File: config.mk
export PLATFORM = sky130hd
export DESIGN_NAME = round_robin_arbiter
export DESIGN_NICKNAME = d
export VERILOG_FILES = /design/src/rtl/rr_arb_pkg.sv /design/src/rtl/rr_prio_pick.sv /design/src/rtl/round_robin_arbiter.sv
export SDC_FILE = /design/constraint.sdc
export NUM_CORES = 1
export LEC_CHECK = 0
export ABC_CLOCK_PERIOD_IN_PS = 2300
export CAP_MARGIN = 20
export CORE_AREA = 2 2 39 41
export DETAILED_ROUTE_END_ITERATION = 8
export DIE_AREA = 0 0 41 43
export DONT_BUFFER_PORTS = 1
export GPL_TIMING_DRIVEN = 0
export PLACE_DENSITY = 0.78
export SYNTH_ARGS = -nofsm -noshare
export SYNTH_HDL_FRONTEND = slang
export SYNTH_SLANG_ARGS = --single-unit
File: constraint.sdc
create_clock -name clk_i -period 2.3 [get_ports clk_i]
set_input_delay 0.345 -clock clk_i [delete_from_list [all_inputs] [get_ports clk_i]]
set_output_delay 0.345 -clock clk_i [all_outputs]
set_load 0.01 [all_outputs]
File: src/rtl/rr_arb_pkg.sv
// rr_arb_pkg: shared types and helpers for the round-robin arbiter.
//   state_e       : arbiter FSM state (IDLE, HOLD)
//   next_idx      : increment an index modulo a port count
//   onehot_to_idx : binary index of the set bit of a one-hot vector
// Optional feature macro used by the arbiter: RR_ARB_LOCK_EN (packet lock).
package rr_arb_pkg;

  typedef enum logic {
    IDLE = 1'b0,
    HOLD = 1'b1
  } state_e;

  // Upper bound on port count supported by onehot_to_idx.
  localparam int MAX_PORTS = 32;

  function automatic int next_idx(input int idx, input int n);
    return (idx + 1 >= n) ? 0 : idx + 1;
  endfunction

  // OR of the indices of set bits; exact for a one-hot or zero input.
  function automatic int onehot_to_idx(input logic [MAX_PORTS-1:0] oh);
    int r;
    r = 0;
    for (int i = 0; i < MAX_PORTS; i++)
      if (oh[i]) r = r | i;
    return r;
  endfunction

endpackage

File: src/rtl/rr_prio_pick.sv
// rr_prio_pick: combinational round-robin pick.
//   req    in  NUM_PORTS  request vector
//   ptr    in  IDX_W      highest-priority port this cycle
//   onehot out NUM_PORTS  first requester at or after ptr (wrapping), or 0
//   idx    out IDX_W      binary index of onehot, 0 when none
// Rotates req so ptr sits at bit 0, isolates the lowest set bit, rotates back.
module rr_prio_pick
  import rr_arb_pkg::*;
#(
  parameter int NUM_PORTS = 4,
  parameter int IDX_W     = $clog2(NUM_PORTS)
) (
  input  logic [NUM_PORTS-1:0] req,
  input  logic [IDX_W-1:0]     ptr,
  output logic [NUM_PORTS-1:0] onehot,
  output logic [IDX_W-1:0]     idx
);

  logic [2*NUM_PORTS-1:0] dbl;
  logic [2*NUM_PORTS-1:0] back;
  logic [NUM_PORTS-1:0]   rot;
  logic [NUM_PORTS-1:0]   first;

  always_comb begin
    dbl    = {req, req} >> ptr;
    rot    = dbl[NUM_PORTS-1:0];
    // Two's-complement trick keeps only the lowest set bit.
    first  = rot & (~rot + NUM_PORTS'(1));
    back   = {{NUM_PORTS{1'b0}}, first} << ptr;
    onehot = back[NUM_PORTS-1:0] | back[2*NUM_PORTS-1:NUM_PORTS];
    idx    = IDX_W'(onehot_to_idx(MAX_PORTS'(onehot)));
  end

endmodule

File: src/rtl/round_robin_arbiter.sv
// round_robin_arbiter: NUM_PORTS requesters sharing one downstream channel.
//   clk_i     in   clock
//   rst_i     in   synchronous active-high reset
//   req_i     in   per-port request (held until accepted)
//   last_i    in   per-port last-beat flag (only the granted port matters)
//   ready_i   in   downstream accepts the granted beat
//   gnt_o     out  one-hot grant or zero (combinational, zero latency)
//   gnt_idx_o out  binary index of grant, 0 when no grant
//   valid_o   out  |gnt_o
//   locked_o  out  arbiter is in HOLD
// Macro RR_ARB_LOCK_EN: when defined, a multi-beat packet keeps its owner
// until last_i; otherwise every transfer ends and HOLD only covers stalls.
module round_robin_arbiter
  import rr_arb_pkg::*;
#(
  parameter int NUM_PORTS = 4,
  localparam int IDX_W    = $clog2(NUM_PORTS)
) (
  input  logic                 clk_i,
  input  logic                 rst_i,
  input  logic [NUM_PORTS-1:0] req_i,
  input  logic [NUM_PORTS-1:0] last_i,
  input  logic                 ready_i,
  output logic [NUM_PORTS-1:0] gnt_o,
  output logic [IDX_W-1:0]     gnt_idx_o,
  output logic                 valid_o,
  output logic                 locked_o
);

  state_e               state_q;
  logic [IDX_W-1:0]     ptr_q;
  logic [IDX_W-1:0]     owner_q;

  logic [NUM_PORTS-1:0] pick_oh;
  logic [IDX_W-1:0]     pick_idx;
  logic                 ends;
  logic                 xfer;
  logic                 owner_req;

  rr_prio_pick #(
    .NUM_PORTS(NUM_PORTS),
    .IDX_W    (IDX_W)
  ) u_pick (
    .req   (req_i),
    .ptr   (ptr_q),
    .onehot(pick_oh),
    .idx   (pick_idx)
  );

  assign owner_req = req_i[owner_q];

  always_comb begin
    gnt_o     = '0;
    gnt_idx_o = '0;
    if (!rst_i) begin
      if (state_q == IDLE) begin
        gnt_o     = pick_oh;
        gnt_idx_o = pick_idx;
      end else if (owner_req) begin
        // Owner keeps the channel; late requesters are ignored.
        gnt_o[owner_q] = 1'b1;
        gnt_idx_o      = owner_q;
      end
    end
  end

  assign valid_o  = |gnt_o;
  assign locked_o = (state_q == HOLD) && !rst_i;
  assign xfer     = valid_o && ready_i;

`ifdef RR_ARB_LOCK_EN
  assign ends = |(last_i & gnt_o);
`else
  assign ends = 1'b1;
  logic unused_last;
  assign unused_last = ^last_i;
`endif

  always_ff @(posedge clk_i) begin
    if (rst_i) begin
      state_q <= IDLE;
      ptr_q   <= '0;
      owner_q <= '0;
    end else begin
      case (state_q)
        IDLE: begin
          if (valid_o) begin
            if (xfer && ends) begin
              ptr_q <= IDX_W'(next_idx(int'(gnt_idx_o), NUM_PORTS));
            end else begin
              // Stall or mid-packet beat: pin the winner.
              state_q <= HOLD;
              owner_q <= gnt_idx_o;
            end
          end
        end
        HOLD: begin
          // Abandon and packet end both release and rotate past the owner.
          if (!owner_req || (xfer && ends)) begin
            state_q <= IDLE;
            ptr_q   <= IDX_W'(next_idx(int'(owner_q), NUM_PORTS));
          end
        end
        default: state_q <= IDLE;
      endcase
    end
  end

endmodule

After elaboration in Yosys (flattened, before gate mapping). Index checks and enable logic that the tools add are counted.

Bits in registers: 5. Input port bits: 11. Output and inout bits: 8. Logic and storage cells: 52.

Add/sub/neg operators: 3. Bitwise gates (word level): 5. Shift-type cells: 2. Reduce and logical (&&, ||, !) cells: 9. Eq/ne operators: 3. Multiplexer cells: 23. $lt $le $gt $ge: 4.

Operators by type and width (number): 2-to-1 mux 2 bit (10); 2-to-1 mux 4 bit (3); << shifter 4 x 2 -> 8 bit (1); >> shifter 8 x 2 -> 4 bit (1); adder 2 x 1 -> 3 bit (second input constant) (2); >= comparator 3 bit (second input constant) (2); 2-to-1 mux 1 bit (6); AND reduction 3 bit (2); adder 4 x 1 -> 4 bit (second input constant) (1); bitwise AND 4 bit (1); inequality test 2 bit (second input constant) (2); NOT 4 bit (1); OR 4 bit (1); one-hot mux 2 bit (2 select lines) (1); OR reduction 4 bit (1); logical AND 1 bit (3); < comparator 2 x 3 -> 1 bit (second input constant) (1); binary-select mux 1 bit (select 2 bit) (1); demux 1 bit (select 2 bit) (1); >= comparator 2 x 1 -> 1 bit (second input constant) (1); zero test 1 bit (2); inequality test 2 x 1 -> 1 bit (second input constant) (1); NOT 1 bit (2); one-hot mux 1 bit (2 select lines) (1); logical OR 1 bit (1).

Longest topological paths before layout. Gate-level depths: netlist of run 1.

Depth after elaboration: 17. Depth in mapped cells: 7. Depth with buffers taken out: 7.

Cells and area by module. Synthesis of run 1 repeated with hierarchy kept, for this count alone.

Cell total of the unflattened synthesis: 91. Area, all modules: 690.7 um2.

Modules (own cells, without submodules): round_robin_arbiter (cells each 61, sequential area each 100.1 um2, times used 1, area each 511.7 um2); rr_prio_pick (cells each 30, sequential area each 0.0 um2, times used 1, area each 178.9 um2).

Worst setup path after synthesis of run 1. No wires, ideal clock.

Path kind: flip-flop to output port. Start point: register owner_q[0]. End point: output port valid_o. Stages on the path, launching flop included: 5. Slack: 0.447 ns. Arrival time: 1.508 ns. Path through: dfxtp_1 ha_1 or3_2 a211oi_4 nor2_1.

Word-level cells in the longest chain between the ends: 8.

RTL lines: start: declaration (line round_robin_arbiter.sv:32) `logic [IDX_W-1:0] owner_q;`; start signal: assignment (line round_robin_arbiter.sv:93) `owner_q <= gnt_idx_o;`; < comparator 2 x 3 -> 1 bit (implied by the code) or >= comparator 2 x 1 -> 1 bit (tied branches) (line round_robin_arbiter.sv:61) `gnt_o[owner_q] = 1'b1;`; logical AND 1 bit (implied by the code) (line round_robin_arbiter.sv:61); 2-to-1 mux 1 bit (implied by the code) (line round_robin_arbiter.sv:61); demux 1 bit (select 2 bit) (line round_robin_arbiter.sv:61); 2-to-1 mux 4 bit (*) (line round_robin_arbiter.sv:59) `end else if (owner_req) begin`; 2-to-1 mux 4 bit (*) (line round_robin_arbiter.sv:56) `if (state_q == IDLE) begin`; 2-to-1 mux 4 bit (*) (line round_robin_arbiter.sv:55) `if (!rst_i) begin`; OR reduction 4 bit (*) (line round_robin_arbiter.sv:67) `assign valid_o = |gnt_o;`; end: declaration (line round_robin_arbiter.sv:26) `output logic valid_o,`.

Mark *: on every way between the ends. The rest lies on a longest branch, timed or not. The select of a mux whose other input is x is not followed.

Worst setup path after layout of run 1.
Start point: register ptr_q[0]. End point: output port valid_o.

Word-level cells in the longest chain between the ends: 9.

RTL lines: start: declaration (line round_robin_arbiter.sv:31) `logic [IDX_W-1:0] ptr_q;`; start signal: assignment (line round_robin_arbiter.sv:89) `ptr_q <= IDX_W'(next_idx(int'(gnt_idx_o), NUM_PORTS));`; start signal: assignment (line round_robin_arbiter.sv:101) `ptr_q <= IDX_W'(next_idx(int'(owner_q), NUM_PORTS));`; >> shifter 8 x 2 -> 4 bit (line rr_prio_pick.sv:25) `dbl = {req, req} >> ptr;`; NOT 4 bit (line rr_prio_pick.sv:28) `first = rot & (~rot + NUM_PORTS'(1));`; adder 4 x 1 -> 4 bit (line rr_prio_pick.sv:28); bitwise AND 4 bit (line rr_prio_pick.sv:28); << shifter 4 x 2 -> 8 bit (*) (line rr_prio_pick.sv:29) `back = {{NUM_PORTS{1'b0}}, first} << ptr;`; OR 4 bit (*) (line rr_prio_pick.sv:30) `onehot = back[NUM_PORTS-1:0] | back[2*NUM_PORTS-1:NUM_PORTS];`; 2-to-1 mux 4 bit (*) (line round_robin_arbiter.sv:56); 2-to-1 mux 4 bit (*) (line round_robin_arbiter.sv:55); OR reduction 4 bit (*) (line round_robin_arbiter.sv:67).

Mark *: on every way between the ends. The rest lies on a longest branch, timed or not.

==> impl_metrics.ini, run 1 <==
[outcome]
outcome = finished clean

[yosys]
syn_area_per_cell_um2 = 7.270
yosysSeqAreaShare = 0.1449
synth.top_cell.area_share = 0.1449
syn_nets = 110
synth_most_common_cell = nor2_1
synth_top_flop_cell = dfxtp_1
yosys_warnings = 0
syn_inst = 95
synthesis.area_um2 = 690.7
synth.ff_latch_count = 5
ys_top_cells_by_count = nor2_1, a21oi_1, nand2_1
yosys.cell_types.count = 40
synth.area.top_cells = dfxtp_1, a21oi_1, ha_1
yosysTopAreaCell = dfxtp_1
synth_enable_flop_cells = 0
async_reset_ff_frac = 0

[critical_path]
regToRegEndpoint = ptr_q[1]$_SDFFE_PP0P_
crit_chain = nand2b_1, a311oi_1, o21ai_2, a211oi_4, nor2_1
crit_path_max_incr_delay_ns = 0.51
cp-start-kind = register
required_ns = 1.96
worstSetupPathType = reg2out
path_max_fanout = 6
r2r_slack_ns = 0.26
path_buf_inv = 0
end_kind = primary output
r2r-start = ptr_q[0]$_SDFFE_PP0P_
r2r_cells = 6
cp.arrival_ns = 1.87
slowest_stage = a311oi_1
crit_family = compound AO/OA/AOI/OAI gates

[clock_network]
cts_max_level = 1
cts-buffers-inserted = 3
cts.clk_slew.worst_paths_ns = 0.04
cts_sinks = 5
cts_buffer_depth = 2
cts_tree = yes
cts_root_buf = clkbuf_4
clk_latency_ns = 0.23

[routing]
vias = 725
antenna_left = 0
drt_iter0_drc = 24
dr.pass1.iters = 4
drc = 0
wl_per_cell_um = 14.40
viasPerCell = 6.197
wirelength_mm = 1.685

[die]
ioPinCount = 19
core_area_um2 = 1384
start_util = 0.4991
rows = 14
die_y_um = 43
die-area_um2 = 1763
die_width_um = 41

[timing]
max_slew_margin = 0.6297
clock.fmax_ghz = 0.4519
period_minus_slack_ns = 2.213
setup_viol = 0
worst_pin_slew_ns = 0.5507
report.final.slew_viol_count = 0
clock_skew_ns = 0.001861
fin_crit_sh = 0.9621
setup_slack_ns = 0.08720
tns_ns = 0
rsz0062_at_grt = false
final_hold_viol_count = 0

[grt]
grt_start_max_net_pins = 11
antenna_found_initial = 0
overflow = 0
grt_usage = 0.2081
grt_pass1_vias = 578
grt_pass1_wl_mm = 2.546

[power_and_ir_drop]
p_per_area_nw_per_um2 = 1312
worst_ir_drop_vdd_v = 0.0006357
p_leak_nw = 0.3070

[final_layout]
final_net_count = 117
fillCellCount = 141
diodes = 0
synthToLayoutAreaGrowth_pct = 9.602
ff_latch_area_um2 = 101.3
final_cells = 117
multi_input_area_um2 = 533.0
final_layout_size_suffix_gt1_frac = 0.2178

[hold_path]
hp-class = in2reg
min_path_cells = 1
holdPathEnd = owner_q[0]$_SDFFE_PP0P_
min_from = rst_i

[placement]
port_buffers = 0
hpwl_mm = 1.285
placed_cells_incl_taps = 111
dp_slack_ns = 0.2380
place_congestion = 0.9669

[flow_run]
maxCapViolCount = 0
==> metrics by stage <==
step           utilization  cell area [um^2]  hold slack (ns)  total power [W]
2_1_floorplan            -             690.7           0.4141        0.0007197
3_3_place_gp        0.5136             710.7           0.4210        0.0008222
3_5_place_dp        0.5136             710.7           0.4232        0.0008363
4_1_cts             0.5353             740.7           0.1725        0.0009439
5_1_grt             0.5470             757.0           0.1651         0.001075
6_report            0.5470             757.0           0.1726        0.0009933
==> layout by cell type, fill, tap and decap left out, types with 2 or more instances in the layout <==
cell type and n:
a21oi_1 11, a31oi_1 2, buf_4 3, clkbuf_1 2
clkbuf_4 4, dfxtp_1 4, ha_1 4, inv_1 7
nand2_1 8, nand2b_1 5, nor2_1 12, nor3_1 5
o21ai_0 4, o21ai_1 2, o21ai_2 2
==> per-layer routing <==
layer | vias to the layer above | wire [um] | global-route usage
li1 | 353 | - | -
met3 | 2 | 136 | 0.02618
met5 | - | 0 | 0
met1 | 336 | 731 | 0.2885
met2 | 34 | 804 | 0.3094
met4 | 0 | 13 | 0.09333
==> what timing repair did <==
item | in CTS | in global routing
endpoints found under the setup margin | 1 | 1
gates resized for setup | 1 | 1
pin swaps | 0 | 1
buffers inserted | 0 | 2
hold buffers | 0 | 0
==> area by class of cell <==
class,instances,share of cell area
sequential,5,0.1339
inverter,7,0.03471
buffer,5,0.04628
clock buffer,4,0.03471
timing repair buffer,2,0.01983
tap,16,0.02645
multi-input combinational,78,0.7041
==> report_power, final <==
part           internal [W]  switching, W  total (W)
registers          0.000126     0.0000492   0.000176
logic              0.000313      0.000409   0.000722
clock network     0.0000652     0.0000300  0.0000952
==> worst max path at each step <==
stage	from	to	slack, ns	depth (start not counted)
5_1_grt	owner_q[1]$_SDFFE_PP0P_	valid_o	0.03	5
3_5_place_dp	req_i[2]	ptr_q[1]$_SDFFE_PP0P_	0.24	7
2_1_floorplan	owner_q[0]$_SDFFE_PP0P_	valid_o	0.45	4
6_report	ptr_q[0]$_SDFFE_PP0P_	valid_o	0.09	5
3_3_place_gp	owner_q[0]$_SDFFE_PP0P_	gnt_o[3]	0.27	3
4_1_cts	owner_q[1]$_SDFFE_PP0P_	valid_o	0.03	5
==> flip-flops by register name (all words and copies together) (netlist names) <==
name and cells:
owner_q 2, state_q 1, ptr_q 2
==> worst reg2reg max path, stage by stage, from the launching register on <==
cell and delay [ns]:
dfxtp_1 0.35, nand2b_1 0.18, a311oi_1 0.51, o21ai_2 0.18, o21ai_1 0.20, and2_1 0.19
mux2_4 0.30
==> cells by family (layout without fill, tap and decap cells) <==
group | after synthesis | count (layout) | synth area share
fa+ha+maj | 4 | 4 | 0.07247
compound gates | 34 | 34 | 0.3605
simple gates | 36 | 36 | 0.2482
buf+inv | 12 | 18 | 0.08877
mux | 4 | 4 | 0.08514
flops | 5 | 5 | 0.1449
No activity file was read; power rests on OpenSTA's default activity.
==> inputs of run 2 (changes only) <==
CTS_BUF_LIST = sky130_fd_sc_hd__clkbuf_4 sky130_fd_sc_hd__clkbuf_8   (was not set)
==> run 2 against run 1 <==
Register-to-register slack barely moved. Sequential share of layout area fell by 0.066 points. Clock skew rose by 0.0014 ns. Worst hold slack improved by 0.0025 ns. Wire length rose by 0.18%. Via count rose by 1.2%. Critical endpoint unchanged. Largest cell class unchanged. Highest routed layer is now met3.
==> impl_metrics.ini, run 2 (same netlist as run 1, synthesis figures left out) <==
[outcome]
outcome = finished clean

[die]
ioPinCount = 19
start_util = 0.4991
die_y_um = 43
core_area_um2 = 1384
die_width_um = 41
die-area_um2 = 1763
rows = 14

[timing]
fin_crit_sh = 0.9580
clock_skew_ns = 0.003292
setup_viol = 0
worst_pin_slew_ns = 0.5475
report.final.slew_viol_count = 0
rsz0062_at_grt = false
tns_ns = 0
clock.fmax_ghz = 0.4538
final_hold_viol_count = 0
period_minus_slack_ns = 2.203
max_slew_margin = 0.6325

[hold_path]
min_path_cells = 1
min_from = rst_i
hp-class = in2reg
holdPathEnd = owner_q[0]$_SDFFE_PP0P_

[final_layout]
reg_top3 = owner_q: 2 flops, ptr_q: 2 flops, state_q: 1 flops
final_common_cell = nor2_1
mostFrequentLayoutCells = nor2_1, a21oi_1, nand2_1
synthToLayoutAreaGrowth_pct = 10.15
fillCellCount = 141
final_cells = 117
multi_input_area_um2 = 533.0
final_layout_size_suffix_gt1_frac = 0.2277
diodes = 0
ff_latch_area_um2 = 101.3
final_net_count = 117

[clock_network]
cts_max_level = 1
clk_latency_ns = 0.23
cts_tree = yes
cts_sinks = 5
cts.clk_slew.worst_paths_ns = 0.04
cts-buffers-inserted = 3
cts_root_buf = clkbuf_4
cts_buffer_depth = 2

[critical_path]
required_ns = 1.96
path_max_fanout = 6
cp.arrival_ns = 1.86
worstSetupPathType = reg2out
r2r_cells = 6
cp-start-kind = register
r2r_slack_ns = 0.25
end_kind = primary output
regToRegEndpoint = ptr_q[1]$_SDFFE_PP0P_
r2r-start = ptr_q[0]$_SDFFE_PP0P_

[routing]
drc = 0
wl_met2_um = 819
wl_met1_um = 741
drt_iter0_drc = 17
wl_per_cell_um = 14.43
wirelength_mm = 1.688
dr.pass1.iters = 4
vias = 734
wl_met3_um = 127
antenna_left = 0
highest_layer = met3
viasPerCell = 6.274

[grt]
grt_usage = 0.1960
grt_pass1_vias = 567
overflow = 0
grt_start_max_net_pins = 11
antenna_found_initial = 0
grt_pass1_wl_mm = 2.415

[flow_run]
maxCapViolCount = 0

[power_and_ir_drop]
worst_ir_drop_vdd_v = 0.0006371
p_per_area_nw_per_um2 = 1322
p_leak_nw = 0.3104

[placement]
port_buffers = 0
placed_cells_incl_taps = 111
place_congestion = 0.9669
hpwl_mm = 1.285
==> run 2: cell types whose count changed in the layout (fill, tap and decap cells not counted) <==
cell | before | now
clkbuf_1 | 2 | 1
clkbuf_4 | 4 | 5
==> run 2: area by class of cell <==
type / instances / share of cell area
Multi-Input combinational cell: 78 / 0.7007
Sequential cell: 5 / 0.1332
Clock buffer: 4 / 0.03947
Inverter: 7 / 0.03454
Timing Repair Buffer: 2 / 0.01974
Buffer: 5 / 0.04605
Tap cell: 16 / 0.02632
==> run 2: metrics by stage <==
step	cell area (um^2)	total power [W]	setup slack, ns	util	hold slack [ns]
after floorplan	690.7	0.0007197	0.4473	-	0.4141
after global placement	710.7	0.0008222	0.2694	0.5136	0.4210
after detailed placement	710.7	0.0008363	0.2380	0.5136	0.4232
after CTS	740.7	0.0009497	0.001658	0.5353	0.1765
after global routing	760.7	0.001084	0.02836	0.5497	0.1678
final	760.7	0.001006	0.09650	0.5497	0.1751
==> run 2: worst max path at each step <==
| stage | start | to | slack (ns) |
|---|---|---|---|
| 4_1_cts | owner_q[0]$_SDFFE_PP0P_ | gnt_o[3] | 0.002 |
| 3_5_place_dp | req_i[2] | ptr_q[1]$_SDFFE_PP0P_ | 0.24 |
| 3_3_place_gp | owner_q[0]$_SDFFE_PP0P_ | gnt_o[3] | 0.27 |
| 2_1_floorplan | owner_q[0]$_SDFFE_PP0P_ | valid_o | 0.45 |
| 5_1_grt | owner_q[1]$_SDFFE_PP0P_ | valid_o | 0.03 |
| 6_report | ptr_q[0]$_SDFFE_PP0P_ | valid_o | 0.1 |
==> run 2: layer usage <==
| layer | vias to the layer above | track usage |
|---|---|---|
| met2 | 35 | 0.3031 |
| met5 | - | 0 |
| li1 | 351 | - |
| met4 | 0 | 0.06000 |
| met1 | 348 | 0.2721 |
| met3 | 0 | 0.02618 |
==> run 2: timing repair <==
| action | in CTS | in global routing |
|---|---|---|
| buffers inserted | 0 | 2 |
| resized for setup | 0 | 2 |
| hold buffers | 0 | 0 |
| setup endpoints to repair | 0 | 6 |
==> run 2: critical path: stages, from the launching register on <==
cell	delay (ns)
dfxtp_1	0.35
nand2b_1	0.18
a311oi_1	0.52
o21ai_2	0.19
a211oi_4	0.27
nor2_1	0.12
==> run 2: report_power, final <==
part	leakage (nW)	total (W)	switching, W	internal, W
clock	0.0184	0.000107	0.0000301	0.0000770
combinational	0.250	0.000723	0.000410	0.000313
sequential	0.0417	0.000176	0.0000496	0.000126
==> inputs of run 3 (changes only) <==
SETUP_SLACK_MARGIN = 0.3   (was not set)
==> run 3 against run 2 <==
Maximum frequency grew 13%. Cell area up 10%. Combinational power grew 12%. Via count increased by 1.1%. Setup slack gained 0.26 ns. Clock power hardly changed. Largest power group unchanged.
==> impl_metrics.ini, run 3 (same netlist as run 1, synthesis figures left out) <==
[outcome]
outcome = finished clean

[power_and_ir_drop]
p_int_w = 0.0005744
clkPwrFrac = 0.096
p_sw_frac = 0.4822
worst_ir_drop_vdd_v = 0.0006839
p_comb_frac = 0.731
sequentialPowerShare = 0.173
p_leak_nw = 0.3313
p_total_w = 0.001109
p_per_area_nw_per_um2 = 1323
p_switching_w = 0.0005348

[timing]
period_minus_slack_ns = 1.944
worst_pin_slew_ns = 0.4201
report.final.slew_viol_count = 0
max_slew_margin = 0.7199
clock_skew_ns = 0.002677
tns_ns = 0
rsz0062_at_grt = false
setup_viol = 0
fin_crit_sh = 0.8453
final_hold_viol_count = 0
clock.fmax_ghz = 0.5143

[clock_network]
cts-buffers-inserted = 3
clk_latency_ns = 0.23
cts_buffer_depth = 2
cts_root_buf = clkbuf_4
cts_max_level = 1
cts_tree = yes
cts.clk_slew.worst_paths_ns = 0.04
cts_sinks = 5

[die]
ioPinCount = 19
core_area_um2 = 1384
die-area_um2 = 1763
die_width_um = 41
start_util = 0.4991
rows = 14
die_y_um = 43

[final_layout]
final_net_count = 119
mostFrequentLayoutCells = nor2_1, a21oi_1, nand2_1
reg_top3 = owner_q: 2 flops, ptr_q: 2 flops, state_q: 1 flops
fillCellCount = 127
final_common_cell = nor2_1
final_layout_size_suffix_gt1_frac = 0.3592
synthToLayoutAreaGrowth_pct = 21.38
diodes = 0

[hold_path]
hp-class = in2reg
min_path_cells = 1

[flow_run]
maxCapViolCount = 0

[placement]
hpwl_mm = 1.285
port_buffers = 0
place_congestion = 0.9669

[routing]
dr.pass1.iters = 4
drc = 0
antenna_left = 0
viasPerCell = 6.235
drt_iter0_drc = 11
wl_per_cell_um = 15.18
vias = 742
wirelength_mm = 1.806

[critical_path]
worstSetupPathType = reg2out
crit_chain = mux4_2, o21ai_4, nor2_1
cp-start-kind = register
required_ns = 1.96
path_max_fanout = 8
path_buf_inv = 0
r2r_cells = 7
cp_num_cells = 3
crit_path_max_incr_delay_ns = 0.56
slowest_stage = mux4_2
crit_family = multiplexers
end_kind = primary output
cp.arrival_ns = 1.60

[grt]
grt_start_max_net_pins = 11
grtUsageMet2 = 0.3688
grt_pass1_vias = 634
antenna_found_initial = 0
overflow = 0
grt_pass1_wl_mm = 2.753
grt_usage = 0.2253
grt-busiest-layer = met2
grt_use_met1 = 0.2918
use_met3 = 0.02094
[run 3: cell types whose count changed in the layout (fill, tap and decap cells not counted), moves of 2 or more]
cell	change
dfxtp_1	-3
dfxtp_4	+2
nor3_1	-2
nor3_2	+2
[run 3: final timing paths]
check	from	endpoint	slack (ns)
min	rst_i	owner_q[0]$_SDFFE_PP0P_	0.17
max	owner_q[0]$_SDFFE_PP0P_	gnt_o[3]	0.36
max reg2reg	ptr_q[0]$_SDFFE_PP0P_	ptr_q[1]$_SDFFE_PP0P_	0.40
min reg2reg	owner_q[0]$_SDFFE_PP0P_	owner_q[0]$_SDFFE_PP0P_	0.55
[run 3: power by group through the flow]
stage          Clock [W]  Sequential (W)  Combinational, W
5_1_grt         0.000117        0.000195          0.000881
4_1_cts         0.000111        0.000179          0.000734
6_report        0.000107        0.000191          0.000811
2_1_floorplan          0        0.000158          0.000562
3_5_place_dp           0        0.000174          0.000662
3_3_place_gp           0        0.000171          0.000652
[run 3: stage by stage]
step,cells,worst slack [ns],utilization,area (um^2),hold WS [ns]
final,119,0.3558,0.6058,838.3,0.1739
after global routing,119,0.2987,0.6058,838.3,0.1666
after CTS,116,0.3165,0.5705,789.5,0.1693
after detailed placement,111,0.2380,0.5136,710.7,0.4232
after global placement,111,0.2694,0.5136,710.7,0.4210
after floorplan,95,0.4473,-,690.7,0.4141
[run 3: cell type report]
class	instances	area, um^2	share of cell area
Sequential cell	5	110.1	0.1313
Clock buffer	4	30.03	0.03582
Buffer	5	38.79	0.04627
Inverter	7	26.28	0.03134
Tap cell	16	20.02	0.02388
Multi-Input combinational cell	78	585.6	0.6985
Timing Repair Buffer	4	27.53	0.03284
[run 3: timing repair]
| item | 4_1_cts | 5_1_grt |
|---|---|---|
| gates cloned | 0 | 1 |
| setup endpoints to repair | 8 | 8 |
| resized for setup | 11 | 10 |
| setup buffers | 1 | 2 |
| pin swaps | 1 | 5 |
| hold buffers | 0 | 0 |
[run 3: routing by layer]
layer | vias to the layer above | routed length, um
li1 | 358 | -
met1 | 348 | 789
met2 | 34 | 904
met3 | 2 | 107
met4 | 0 | 5
met5 | - | 0
